$ cat src/rtl/fp_norm_pack.sv
// fp_norm_pack: output stage of the single-precision adder datapath.
// Takes the raw significand sum (carry and hidden-bit positions included),
// normalises it one shift per clock, strips the hidden bit and emits a packed
// IEEE-754 word {sign, exp, mantissa} with {ovf, denorm, zero} flags.
// Valid/ready handshakes on both sides; one operation in flight at a time.
module fp_norm_pack #(
  parameter int MAN_W = 23,
  parameter int EXP_W = 8
) (
  input  logic                   clk,
  input  logic                   rst_n,
  input  logic                   in_valid,
  output logic                   in_ready,
  input  logic                   in_sign,
  input  logic [EXP_W-1:0]       in_exp,
  input  logic [MAN_W+1:0]       in_sig,
  output logic                   out_valid,
  input  logic                   out_ready,
  output logic [EXP_W+MAN_W:0]   out_word,
  output logic [2:0]             out_flags
);

  localparam logic [EXP_W-1:0] EXP_MAX  = '1;
  localparam logic [EXP_W-1:0] EXP_ONE  = EXP_W'(1);
  localparam logic [EXP_W-1:0] EXP_ZERO = '0;
  localparam logic [MAN_W-1:0] MAN_ZERO = '0;

  // Flag encodings: {ovf, denorm, zero}
  localparam logic [2:0] FLG_NONE   = 3'b000;
  localparam logic [2:0] FLG_ZERO   = 3'b001;
  localparam logic [2:0] FLG_DENORM = 3'b010;
  localparam logic [2:0] FLG_OVF    = 3'b100;

  typedef enum logic [1:0] {
    IDLE = 2'd0,
    NORM = 2'd1,
    DONE = 2'd2
  } state_t;

  state_t           state;
  logic             sign_q;
  logic [EXP_W-1:0] exp_q;
  logic [MAN_W+1:0] sig_q;

  // Control FSM plus working registers; all outputs are registered.
  // in_ready is held low through reset and raised on the first clock after
  // release, so it is only ever high while the FSM sits in IDLE.
  always_ff @(posedge clk or negedge rst_n) begin
    if (!rst_n) begin
      state     <= IDLE;
      in_ready  <= 1'b0;
      out_valid <= 1'b0;
      out_word  <= '0;
      out_flags <= '0;
      sign_q    <= 1'b0;
      exp_q     <= '0;
      sig_q     <= '0;
    end else begin
      case (state)
        IDLE: begin
          if (in_valid && in_ready) begin
            sign_q   <= in_sign;
            // Exponent 0 is treated as 1 so denormals share the exp==1 scale.
            exp_q    <= (in_exp == EXP_ZERO) ? EXP_ONE : in_exp;
            sig_q    <= in_sig;
            in_ready <= 1'b0;
            state    <= NORM;
          end else begin
            in_ready <= 1'b1;
          end
        end

        NORM: begin
          // Exactly one action per cycle, in priority order.
          if (sig_q == '0) begin
            out_word  <= {sign_q, EXP_ZERO, MAN_ZERO};
            out_flags <= FLG_ZERO;
            out_valid <= 1'b1;
            state     <= DONE;
          end else if (exp_q == EXP_MAX) begin
            out_word  <= {sign_q, EXP_MAX, MAN_ZERO};
            out_flags <= FLG_OVF;
            out_valid <= 1'b1;
            state     <= DONE;
          end else if (sig_q[MAN_W+1]) begin
            // Carry out: truncate LSB; exp < EXP_MAX here so no wrap.
            sig_q <= sig_q >> 1;
            exp_q <= exp_q + EXP_ONE;
          end else if (sig_q[MAN_W]) begin
            out_word  <= {sign_q, exp_q, sig_q[MAN_W-1:0]};
            out_flags <= FLG_NONE;
            out_valid <= 1'b1;
            state     <= DONE;
          end else if (exp_q == EXP_ONE) begin
            out_word  <= {sign_q, EXP_ZERO, sig_q[MAN_W-1:0]};
            out_flags <= FLG_DENORM;
            out_valid <= 1'b1;
            state     <= DONE;
          end else begin
            // exp > 1 here, so the decrement cannot wrap.
            sig_q <= sig_q << 1;
            exp_q <= exp_q - EXP_ONE;
          end
        end

        DONE: begin
          if (out_ready) begin
            out_valid <= 1'b0;
            in_ready  <= 1'b1;
            state     <= IDLE;
          end
        end

        default: begin
          out_valid <= 1'b0;
          in_ready  <= 1'b0;
          state     <= IDLE;
        end
      endcase
    end
  end

endmodule
$ cat config.mk
export PLATFORM = sky130hd
export DESIGN_NAME = fp_norm_pack
export DESIGN_NICKNAME = d
export VERILOG_FILES = /design/src/rtl/fp_norm_pack.sv
export SDC_FILE = /design/constraint.sdc
export NUM_CORES = 1
export LEC_CHECK = 0
export BUFFER_PORTS_ARGS = -buffer_cell sky130_fd_sc_hd__buf_2
export CAP_MARGIN = 25
export CORE_MARGIN = 3
export CORE_UTILIZATION = 55
export CTS_CLUSTER_DIAMETER = 200
export DETAILED_ROUTE_END_ITERATION = 6
export GPL_TIMING_DRIVEN = 0
export PLACE_DENSITY = 0.79
export SLEW_MARGIN = 0
export SYNTH_ARGS = -nofsm -noshare
export SYNTH_HDL_FRONTEND = slang
export SYNTH_SLANG_ARGS = --single-unit
$ cat constraint.sdc
create_clock -name clk -period 3 [get_ports clk]
set_clock_uncertainty 0.05 [all_clocks]
set_input_delay 0.15 -clock clk [delete_from_list [all_inputs] [get_ports clk]]
set_output_delay 0.15 -clock clk [all_outputs]
set_load 0.03 [all_outputs]
# After elaboration in Yosys (flattened, before gate mapping)

Index checks and enable logic that the tools add are counted.

Logic and storage cells: 82
Output and inout port bits: 37
Register bits: 73
Input port bits: 38

Equality and inequality tests: 13
Muxes and demuxes: 43
$add $sub $neg: 2
Reductions and logical operators: 13
Bitwise operators: 2

Operators by type and width:

| operator                                            | number |
|---|---|
| two-way mux 32 bit                                  | 5 |
| two-way mux 25 bit                                  | 3 |
| two-way mux 24 bit                                  | 3 |
| two-way mux 8 bit                                   | 7 |
| case mux 25 bit (2 select lines)                    | 1 |
| logical NOT 25 bit                                  | 1 |
| case mux 8 bit (2 select lines)                     | 1 |
| two-way mux 3 bit                                   | 5 |
| two-way mux 2 bit                                   | 7 |
| AND reduction 4 bit                                 | 3 |
| adder 8 x 1 -> 8 bit, second input constant         | 1 |
| equality test 8 x 1 -> 1 bit, second input constant | 1 |
| equality test 8 bit, second input constant          | 1 |
| logical NOT 8 bit                                   | 1 |
| two-way mux 1 bit                                   | 8 |
| != test 2 bit, second input constant                | 4 |
| subtractor 8 x 1 -> 8 bit, second input constant    | 1 |
| != test 3 bit, second input constant                | 2 |
| case mux 1 bit (3 select lines)                     | 2 |
| case mux 2 bit (3 select lines)                     | 1 |
| AND reduction 6 bit                                 | 1 |
| != test 5 bit, second input constant                | 1 |
| != test 4 bit, second input constant                | 1 |
| AND reduction 2 bit                                 | 2 |
| other kinds (9)                                     | 10 |

# Longest topological paths before layout

Gate-level depths: netlist of the first run.

Depth after elaboration: 7
Gate-level depth with buffers: 9
Depth with buffers taken out: 7

# Worst setup path after synthesis of the first run

OpenSTA, ideal clock, no wires.

Path kind: reg2reg
Start: reg exp_q[0]
End: reg sig_q[10]
Slack: 0.876 ns
Data required time: 2.825 ns
Arrival time: 1.949 ns
Buffers on the path: 3
Clock period less this slack: 2.124 ns
Cell stages (with the launch flop): 10
Setup time: 0.125 ns
Cell sequence: dfrtp_1 -> ha_1 -> nand3_1 -> or2_1 -> buf_6 -> o211ai_2 -> a22o_1 -> buf_6 -> buf_12 -> mux2_4

Cells in the longest elaborated chain, start to end: 3
Elaborated cells between the ends (all ways): 5
Those cells by class: eq/ne: 4; reduce/logical: 1

RTL lines:

| element                                                                    | line   | text |
|---|---|---|
| from (decl)                                                                | 42     | `logic [EXP_W-1:0] exp_q;` |
| from (signal assigned)                                                     | 64     | `exp_q <= (in_exp == EXP_ZERO) ? EXP_ONE : in_exp;` |
| from (signal assigned)                                                     | 88     | `exp_q <= exp_q + EXP_ONE;` |
| from (signal assigned)                                                     | 102    | `exp_q <= exp_q - EXP_ONE;` |
| equality test 8 x 1 -> 1 bit / equality test 8 bit (equally long branches) | 94, 80 |  |
| != test 3 bit (no source line) / != test 2 bit (equally long branches)     | -      |  |
| AND reduction 6 bit (no source line) *                                     | -      |  |
| to (signal assigned)                                                       | 65     | `sig_q <= in_sig;` |
| to (signal assigned)                                                       | 87     | `sig_q <= sig_q >> 1;` |
| to (signal assigned)                                                       | 101    | `sig_q <= sig_q << 1;` |
| to (decl)                                                                  | 43     | `logic [MAN_W+1:0] sig_q;` |

Mark *: on every way between the ends. The rest lies on a longest branch, timed or not.
A chain may end at the register's enable or synchronous reset.

# Worst setup path after layout of the first run

Start: reg sig_q[16]
End: reg sig_q[12]

Cells in the longest elaborated chain, start to end: 3

RTL lines:

| element                              | line | text |
|---|---|---|
| logical NOT 25 bit                   | 75   | `if (sig_q == '0) begin` |
| != test 2 bit (no source line)       | -    |  |
| AND reduction 6 bit (no source line) | -    |  |

Every way passes these cells.

==> flow_summary.yaml, run 1 <==
status:
  status: "complete, no violations"
finish:
  area_growth_pct: 18.1
  layout.cells.most_common: "buf_2"
  n_antenna_cell: 0
  fin_area_sq_um: 4760
  fillCellCount: 585
  final_cell_mix: "79 x buf_2, 73 x dfrtp_1, 50 x nor2_1, 40 x nand2_1, 38 x inv_1"
  drive_above_1_share_pct: 26.7
  final_nets: 537
synth:
  synth_warnings: 0
  ys_async_sr_fraction_pct: 100
  netlist_area_sq_um: 4030
  postSynthAreaPerCell_sq_um: 9.87
  synth_nets: 449
  ys_ff_latch: 73
  synth-seq-area-share_pct: 45.3
  ys.flop_type: "dfrtp_1"
  synth_cell_types: 51
  synth_edf_count: 0
  synthCells: 408
power_and_ir_drop:
  p_int_mw: 3.30
  power_frac_comb_pct: 54.3
  seqPwrFrac_pct: 32.3
  p_per_area_nw_per_um2: 1260
  p_leak_nw: 2.27
  clockPowerShare_pct: 13.5
  ir_worst_vdd_mv: 0.503
  sw_frac_of_total_pct: 44.8
  switchingPower_mw: 2.68
timing:
  fmax_ghz: 0.383
  tns_ns: 0
  hold_viol: 0
  slew_viol_final: 0
  relSlewSlack_pct: 38.8
  rsz0062_at_grt: "no"
  period_share_pct: 87.1
  period_minus_slack_ns: 2.61
  finalSetupViolCount: 0
  worst_pin_slew_ns: 0.918
floorplanning:
  num_io_pins: 75
  die_h_um: 91.6
  fp.dieW_um: 91.6
  die-area_sq_um: 8390
  num_rows: 30
  initial_core_util_pct: 58.0
  core_area_sq_um: 6940
worst_setup_path:
  end_kind: "flip-flop"
  crit_type: "reg -> reg"
  required_ns: 3.20
  critPathMaxFanout: 10
  critical_path.startpoint_type: "flip-flop"
  cp.arrival_ns: 2.81
  rr_worst_depth: 7
route:
  drc: 0
  first_pass_iters: 5
  routed_wl_um: 9680
  via_per_inst: 5.76
  final_antenna_net_count: 0
  drt-wirelength-per-cell_um: 16.2
  drtIter0Drc: 280
  route.vias.total: 3437
global_routing:
  grt_overflow: 0
  grt_pass1_wl_um: 16000
  grt_pass1_vias: 3343
  grt_max_degree: 74
  antenna_found_initial: 0
  grt_usage_pct: 23.9
hold_path:
  hold_path.class: "in -> reg"
  hold_depth: 3
clocking:
  cts.clk_slew.worst_paths_ns: 0.08
  post_cts_buffers: 0
  htreeDepth: 3
  root_buffer: "clkbuf_8"
  clockBufferDepth: 2
  clkSinkCount: 73
  insertion_delay_ns: 0.37
  numCtsBuffers: 9
  cts_resized: 0
  cts_tree: "yes"
place:
  place_area_sq_um: 4520
  dpl.hpwl_um: 6860
  portBuffers: 74
  globalplace.congestion: 0.884
run:
  max_cap_viol_count: 0
routing by layer:
layer  track usage [%]  vias to the layer above  wire, um
met1              30.7                     1656      4150
li1                  -                     1635         -
met4              10.2                        0       210
met2              39.3                      125      4740
met3              4.56                       21       579
met5                 0                        -         0
final timing paths:
check                             start           end  slack (ns)
setup reg to reg              sig_q[16]     sig_q[12]        0.39
setup / recovery              sig_q[16]     sig_q[12]        0.39
hold / removal               in_sig[24]     sig_q[24]        0.01
hold reg to reg            out_word[31]  out_word[31]        0.45
min in group asynchronous         rst_n   out_word[5]        0.42
max in group asynchronous         rst_n  out_word[10]        1.90
worst max-delay path: stages (launching register included):
cell and delay (ns):
dfrtp_1 0.44, nor4_1 0.44, nand4_1 0.23, o211ai_2 0.48, a22o_1 0.24, buf_6 0.16, buf_12 0.15, mux2_4 0.30
sequential cells by signal, indices dropped and copies added, names as in the netlist:
name / cells
out_word: 32
sig_q: 25
exp_q: 8
out_flags: 3
state: 2
in_ready: 1
out_valid: 1
sign_q: 1
through the flow:
stage / hold WS (ns) / util (%) / power (mW) / instances / worst slack, ns
final: 0.0129 / 68.5 / 5.98 / 597 / 0.388
after global routing: 0.0324 / 68.5 / 6.39 / 597 / 0.290
after CTS: 0.0117 / 68.5 / 5.99 / 597 / 0.392
after detailed placement: 0.291 / 65.1 / 5.17 / 578 / 0.411
after global placement: 0.335 / 65.1 / 5.07 / 578 / 0.493
after floorplan: -0.196 / - / 4.37 / 408 / 0.876
power by group through the flow:
stage / logic, mW / clock network [mW] / registers (mW)
after floorplan: 2.04 / 0 / 2.32
after global placement: 3.15 / 0 / 1.92
after detailed placement: 3.24 / 0 / 1.93
after CTS: 3.26 / 0.810 / 1.92
after global routing: 3.53 / 0.865 / 2.00
final: 3.24 / 0.805 / 1.93
Yosys cell counts (all sizes together), types with 2 or more instances:
cell type	number	area, sq um
a22oi	5	37.5
nor3	2	10.0
ha	3	37.5
or2	2	12.5
a2bb2oi	5	43.8
o2111ai	8	70.1
nand4	5	31.3
a21oi	8	43.8
a21boi	2	15.0
nor3b	2	15.0
o22ai	9	56.3
mux2	26	357
nor4	8	56.3
a221oi	23	201
inv	38	143
nand2b	4	25.0
nand2	40	150
buf	15	130
o21ai	15	75.1
mux2i	24	240
clkbuf	17	63.8
nand3	6	30.0
nor2	50	188
dfrtp	73	1830
repair_timing:
action                     in CTS  in global routing
setup endpoints to repair       0                  0
hold buffers                    3                  0
hold endpoints to repair       75                  0
kinds of logic (layout without fill, tap and decap cells):
kind of cell	count (synthesis)	in the layout	synth area share, %
AO/OA/AOI/OAI	88	88	16.7
multiplexers	50	50	14.8
buffers and inverters	70	163	8.35
AND/OR/NAND/NOR	123	123	13.7
XOR/XNOR	1	1	0.217
flip-flops	73	73	45.3
adder cells (fa/ha/maj)	3	3	0.932
area by class of cell:
cell class,count,area [sq um],share of cell area [%]
multi-input combinational,265,1870,39.2
sequential,73,1830,38.4
timing repair buffer,77,403,8.47
buffer,32,194,4.08
clock buffer,11,151,3.18
inverter,38,143,3.00
tap,96,120,2.52
clock inverter,5,53.8,1.13
Power figures use the tool's default switching activity.
==> run 2, diff against run 1 <==
Settings changed: CORE_UTILIZATION 55 to 56, PLACE_DENSITY 0.79 to 0.8, SETUP_SLACK_MARGIN set to 0.2.
==> run 2 against run 1 <==
  * Register-to-register slack improved by 0.03 ns
  * Hold slack got worse by 0.0042 ns
  * Final area rose by 0.32%
  * Global-route usage rose by 1.1 points
  * Sequential share of layout area fell by 0.12 points
  * Non-clock buffer count did not move
==> flow_summary.yaml, run 2 (synthesis gave the netlist of run 1 again) <==
power_and_ir_drop:
  p_per_area_nw_per_um2: 1270
  p_leak_nw: 2.28
  sw_frac_of_total_pct: 44.6
  switchingPower_mw: 2.71
  clockPowerShare_pct: 14.3
  p_int_mw: 3.36
  ir_worst_vdd_mv: 0.648
  seqPwrFrac_pct: 32.0
  power_frac_comb_pct: 53.7
place:
  dpl.cell_count: 578
  globalplace.congestion: 0.880
  place_ws_ns: 0.458
  dpl.hpwl_um: 6940
  portBuffers: 74
  place_area_sq_um: 4520
timing:
  finalSetupViolCount: 0
  rsz0062_at_grt: "no"
  hold_viol: 0
  slew_viol_final: 0
  tns_ns: 0
  worst_pin_slew_ns: 0.910
  worst_slack_ns: 0.417
  relSlewSlack_pct: 39.4
  fmax_ghz: 0.387
  period_share_pct: 86.1
  period_minus_slack_ns: 2.58
clocking:
  root_buffer: "clkbuf_8"
  cts.clk_slew.worst_paths_ns: 0.08
  clockBufferDepth: 2
  numCtsBuffers: 9
  cts_resized: 0
  insertion_delay_ns: 0.36
  clkSinkCount: 73
  cts_tree: "yes"
  htreeDepth: 3
floorplanning:
  core_area_sq_um: 6870
  initial_core_util_pct: 58.7
  fp.dieW_um: 90.8
  num_rows: 30
  die-area_sq_um: 8250
  num_io_pins: 75
  die_h_um: 90.8
route:
  drc: 0
  final_antenna_net_count: 0
  routed_wl_um: 9780
  first_pass_iters: 5
  drt-wirelength-per-cell_um: 16.4
  route.vias.total: 3438
  via_per_inst: 5.76
  drtIter0Drc: 281
worst_setup_path:
  r2r_start: "sig_q[16]"
  rrSetupSlack_ns: 0.42
  end_kind: "flip-flop"
  critPathMaxFanout: 10
  r2r-end: "sig_q[10]"
  cp.arrival_ns: 2.77
  critical_path.startpoint_type: "flip-flop"
  crit_type: "reg -> reg"
  required_ns: 3.19
  rr_worst_depth: 7
finish:
  final_cells: 597
  area_growth_pct: 18.4
  n_antenna_cell: 0
  drive_above_1_share_pct: 26.5
  fin_util_pct: 69.5
  final_cell_mix: "79 x buf_2, 73 x dfrtp_1, 50 x nor2_1, 40 x nand2_1, 38 x inv_1"
  layout.cells.most_common: "buf_2"
  reg.largest.list: "out_word x32, sig_q x25, exp_q x8"
  largest_reg_flops: 32
  largest_register: "out_word"
  fin_area_sq_um: 4770
  final_nets: 537
  fillCellCount: 566
hold_path:
  hold_depth: 3
  hold_path.class: "in -> reg"
  hold_end: "sig_q[24]"
  holdCritStartpoint: "in_sig[24]"
global_routing:
  grt_usage_pct: 24.9
  grt_util_met1_pct: 31.4
  antenna_found_initial: 0
  top_usage_layer: "met2"
  grt_max_degree: 74
  grtUsageMet3_pct: 4.08
  grt_use_met2_pct: 42.5
  grt_pass1_wl_um: 16600
  grt_overflow: 0
  grt_pass1_vias: 3398
run:
  max_cap_viol_count: 0
status:
  status: "complete, no violations"
[run 2: cell types whose count changed in the layout (fill, tap and decap cells not counted), sizes merged]
cell and delta:
bufinv +1, clkinv -1
[run 2: timing repair]
action,4_1_cts,5_1_grt
hold buffers,3,0
setup buffers,0,0
endpoints found under the setup margin,0,0
endpoints found under the hold margin,75,0
[run 2: critical path, stage by stage (launching register included)]
cell and delay [ns]:
dfrtp_1 0.43, nor4_1 0.41, nand4_1 0.21, o211ai_2 0.49, a22o_1 0.24, buf_6 0.16
buf_12 0.16, mux2_4 0.30
[run 2: worst max path at each step]
stage          startpoint         to  cells past startpoint
2_1_floorplan    exp_q[0]  sig_q[10]                      9
3_3_place_gp    sig_q[16]  sig_q[18]                      7
3_5_place_dp    sig_q[14]  sig_q[15]                      7
4_1_cts         sig_q[14]  sig_q[11]                      7
5_1_grt         sig_q[16]  sig_q[10]                      7
6_report        sig_q[16]  sig_q[10]                      7
[run 2: layout make-up]
type | instances | area, sq um | share of cell area [%]
Buffer | 32 | 194 | 4.06
Clock buffer | 11 | 141 | 2.96
Clock inverter | 5 | 78.8 | 1.65
Inverter | 38 | 143 | 2.99
Multi-Input combinational cell | 265 | 1870 | 39.1
Sequential cell | 73 | 1830 | 38.3
Tap cell | 96 | 120 | 2.52
Timing Repair Buffer | 77 | 403 | 8.44
[run 2: stage by stage]
step	hold WS (ns)	power [mW]
after floorplan	-0.196	4.37
after global placement	0.337	5.07
after detailed placement	0.290	5.19
after CTS	0.00234	6.08
after global routing	0.0393	6.48
final	0.00867	6.07
[run 2: routing by layer]
layer | wire (um) | part of all wire, % | vias up
li1 | - | - | 1632
met1 | 4140 | 42 | 1643
met2 | 4820 | 49 | 143
met3 | 601 | 6.1 | 20
met4 | 225 | 2.3 | 0
met5 | 0 | 0 | -
[run 2: power by group through the flow]
stage	combinational (mW)	sequential [mW]	clock, mW
finish	3.26	1.94	0.865
CTS	3.27	1.93	0.880
global route	3.55	2.01	0.924
global placement	3.15	1.92	0
floorplan	2.04	2.32	0
detailed placement	3.25	1.94	0
==> run 3, diff against run 2 <==
Settings changed: CORE_UTILIZATION 56 to 60, PLACE_DENSITY 0.8 to 0.85.
Clock period 3 ns to 3.3 ns, I/O delays scaled along.
==> run 3 against run 2 <==
  * Sequential power is 9% lower
  * Power decreased by 12%
  * Via count is 0.90% lower
  * Global-route usage is 1.7 points higher
  * Core utilization increased by 3.7 points
  * Critical endpoint is now sig_q[18]
  * Largest cell class unchanged
==> flow_summary.yaml, run 3 (synthesis gave the netlist of run 1 again) <==
timing:
  period_minus_slack_ns: 2.61
  period_share_pct: 79.2
  relSlewSlack_pct: 37.8
  finalSetupViolCount: 0
  slew_viol_final: 0
  rsz0062_at_grt: "no"
  tns_ns: 0
  worst_pin_slew_ns: 0.933
  fmax_ghz: 0.383
  hold_viol: 0
finish:
  fin_area_sq_um: 4700
  fin_util_pct: 73.2
  final_cell_mix: "79 x buf_2, 73 x dfrtp_1, 50 x nor2_1, 40 x nand2_1, 38 x inv_1"
  fillCellCount: 491
  area_growth_pct: 16.6
  reg.largest.list: "out_word x32, sig_q x25, exp_q x8"
  largest_reg_flops: 32
  final_nets: 537
  drive_above_1_share_pct: 26.6
  n_antenna_cell: 0
  layout.cells.most_common: "buf_2"
  largest_register: "out_word"
clocking:
  insertion_delay_ns: 0.36
  root_buffer: "clkbuf_8"
  cts.clk_slew.worst_paths_ns: 0.08
  clockBufferDepth: 2
  clkSinkCount: 73
  htreeDepth: 3
  cts_tree: "yes"
  numCtsBuffers: 9
global_routing:
  grt_max_degree: 74
  grtUsageMet3_pct: 5.74
  grt_use_met2_pct: 42.1
  top_usage_layer: "met2"
  grt_usage_pct: 26.6
  grt_util_met1_pct: 35.4
  grt_pass1_vias: 3235
  grt_overflow: 0
  grt_pass1_wl_um: 15700
  antenna_found_initial: 0
hold_path:
  hold_depth: 3
  hold_path.class: "in -> reg"
worst_setup_path:
  critPathMaxFanout: 10
  critical_path.startpoint_type: "flip-flop"
  rr_worst_depth: 7
  end_kind: "flip-flop"
  required_ns: 3.49
  crit_type: "reg -> reg"
  cp.arrival_ns: 2.80
route:
  drt-wirelength-per-cell_um: 16.9
  drtIter0Drc: 231
  final_antenna_net_count: 0
  routed_wl_um: 9760
  route.vias.total: 3407
  drc: 0
  via_per_inst: 5.90
  first_pass_iters: 5
floorplanning:
  die_h_um: 87.9
  fp.dieW_um: 87.9
  core_area_sq_um: 6420
  initial_core_util_pct: 62.7
  die-area_sq_um: 7730
  num_io_pins: 75
  num_rows: 29
place:
  dpl.hpwl_um: 6790
  portBuffers: 74
  place_area_sq_um: 4500
  globalplace.congestion: 0.898
status:
  status: "complete, no violations"
run:
  max_cap_viol_count: 0
power_and_ir_drop:
  p_per_area_nw_per_um2: 1140
  ir_worst_vdd_mv: 0.632
  p_leak_nw: 2.24
-- run 3: metrics by stage --
| stage | power [mW] | instances | setup WS [ns] | hold slack, ns |
|---|---|---|---|---|
| 6_report | 5.36 | 577 | 0.688 | 0.0328 |
| 5_1_grt | 5.73 | 577 | 0.542 | 0.0323 |
| 4_1_cts | 5.36 | 576 | 0.759 | 0.00494 |
| 3_5_place_dp | 4.72 | 559 | 0.768 | 0.308 |
| 3_3_place_gp | 4.60 | 559 | 0.785 | 0.349 |
| 2_1_floorplan | 3.97 | 408 | 1.18 | -0.181 |
-- run 3: path summary, 6_finish.rpt --
kind,slack (ns),startpoint,end
hold / removal,0.03,in_sig[24],sig_q[24]
hold reg to reg,0.44,out_flags[0],out_flags[0]
max in group asynchronous,2.14,rst_n,sig_q[4]
min in group asynchronous,0.42,rst_n,out_word[4]
setup reg to reg,0.69,sig_q[16],sig_q[18]
setup / recovery,0.69,sig_q[16],sig_q[18]
-- run 3: final cells by class --
type	count	area [sq um]	area share [%]
clock inverter	5	32.5	0.692
sequential	73	1830	38.9
timing repair buffer	77	403	8.58
tap	77	96.3	2.05
buffer	32	194	4.13
multi-input combinational	265	1870	39.7
clock buffer	10	138	2.93
inverter	38	143	3.04
-- run 3: layer usage --
layer  routed length (um)  share of wire [%]
met3                  609                6.2
met4                  207                2.1
met1                 4200                 43
met2                 4740                 49
met5                    0                  0
-- run 3: worst max-delay path, stage by stage, from the launching register on --
cell and delay [ns]:
dfrtp_1 0.43, nor4_1 0.44, nand4_1 0.22, o211ai_2 0.49, a22o_1 0.24, buf_6 0.15, buf_12 0.16, mux2_4 0.31
-- run 3: where the power goes --
| group | switching, mW | leakage, nW | internal (mW) | total [mW] |
|---|---|---|---|---|
| combinational | 1.72 | 1.30 | 1.26 | 2.98 |
| clock | 0.345 | 0.0802 | 0.286 | 0.631 |
| sequential | 0.400 | 0.865 | 1.36 | 1.76 |
| total | 2.47 | 2.24 | 2.90 | 5.36 |
-- run 3: timing repair --
| action | 4_1_cts | 5_1_grt |
|---|---|---|
| buffers inserted | 0 | 0 |
| hold endpoints to repair | 74 | 1 |
| hold buffers | 2 | 1 |
| endpoints found under the setup margin | 0 | 0 |
| resized for setup | 0 | 0 |
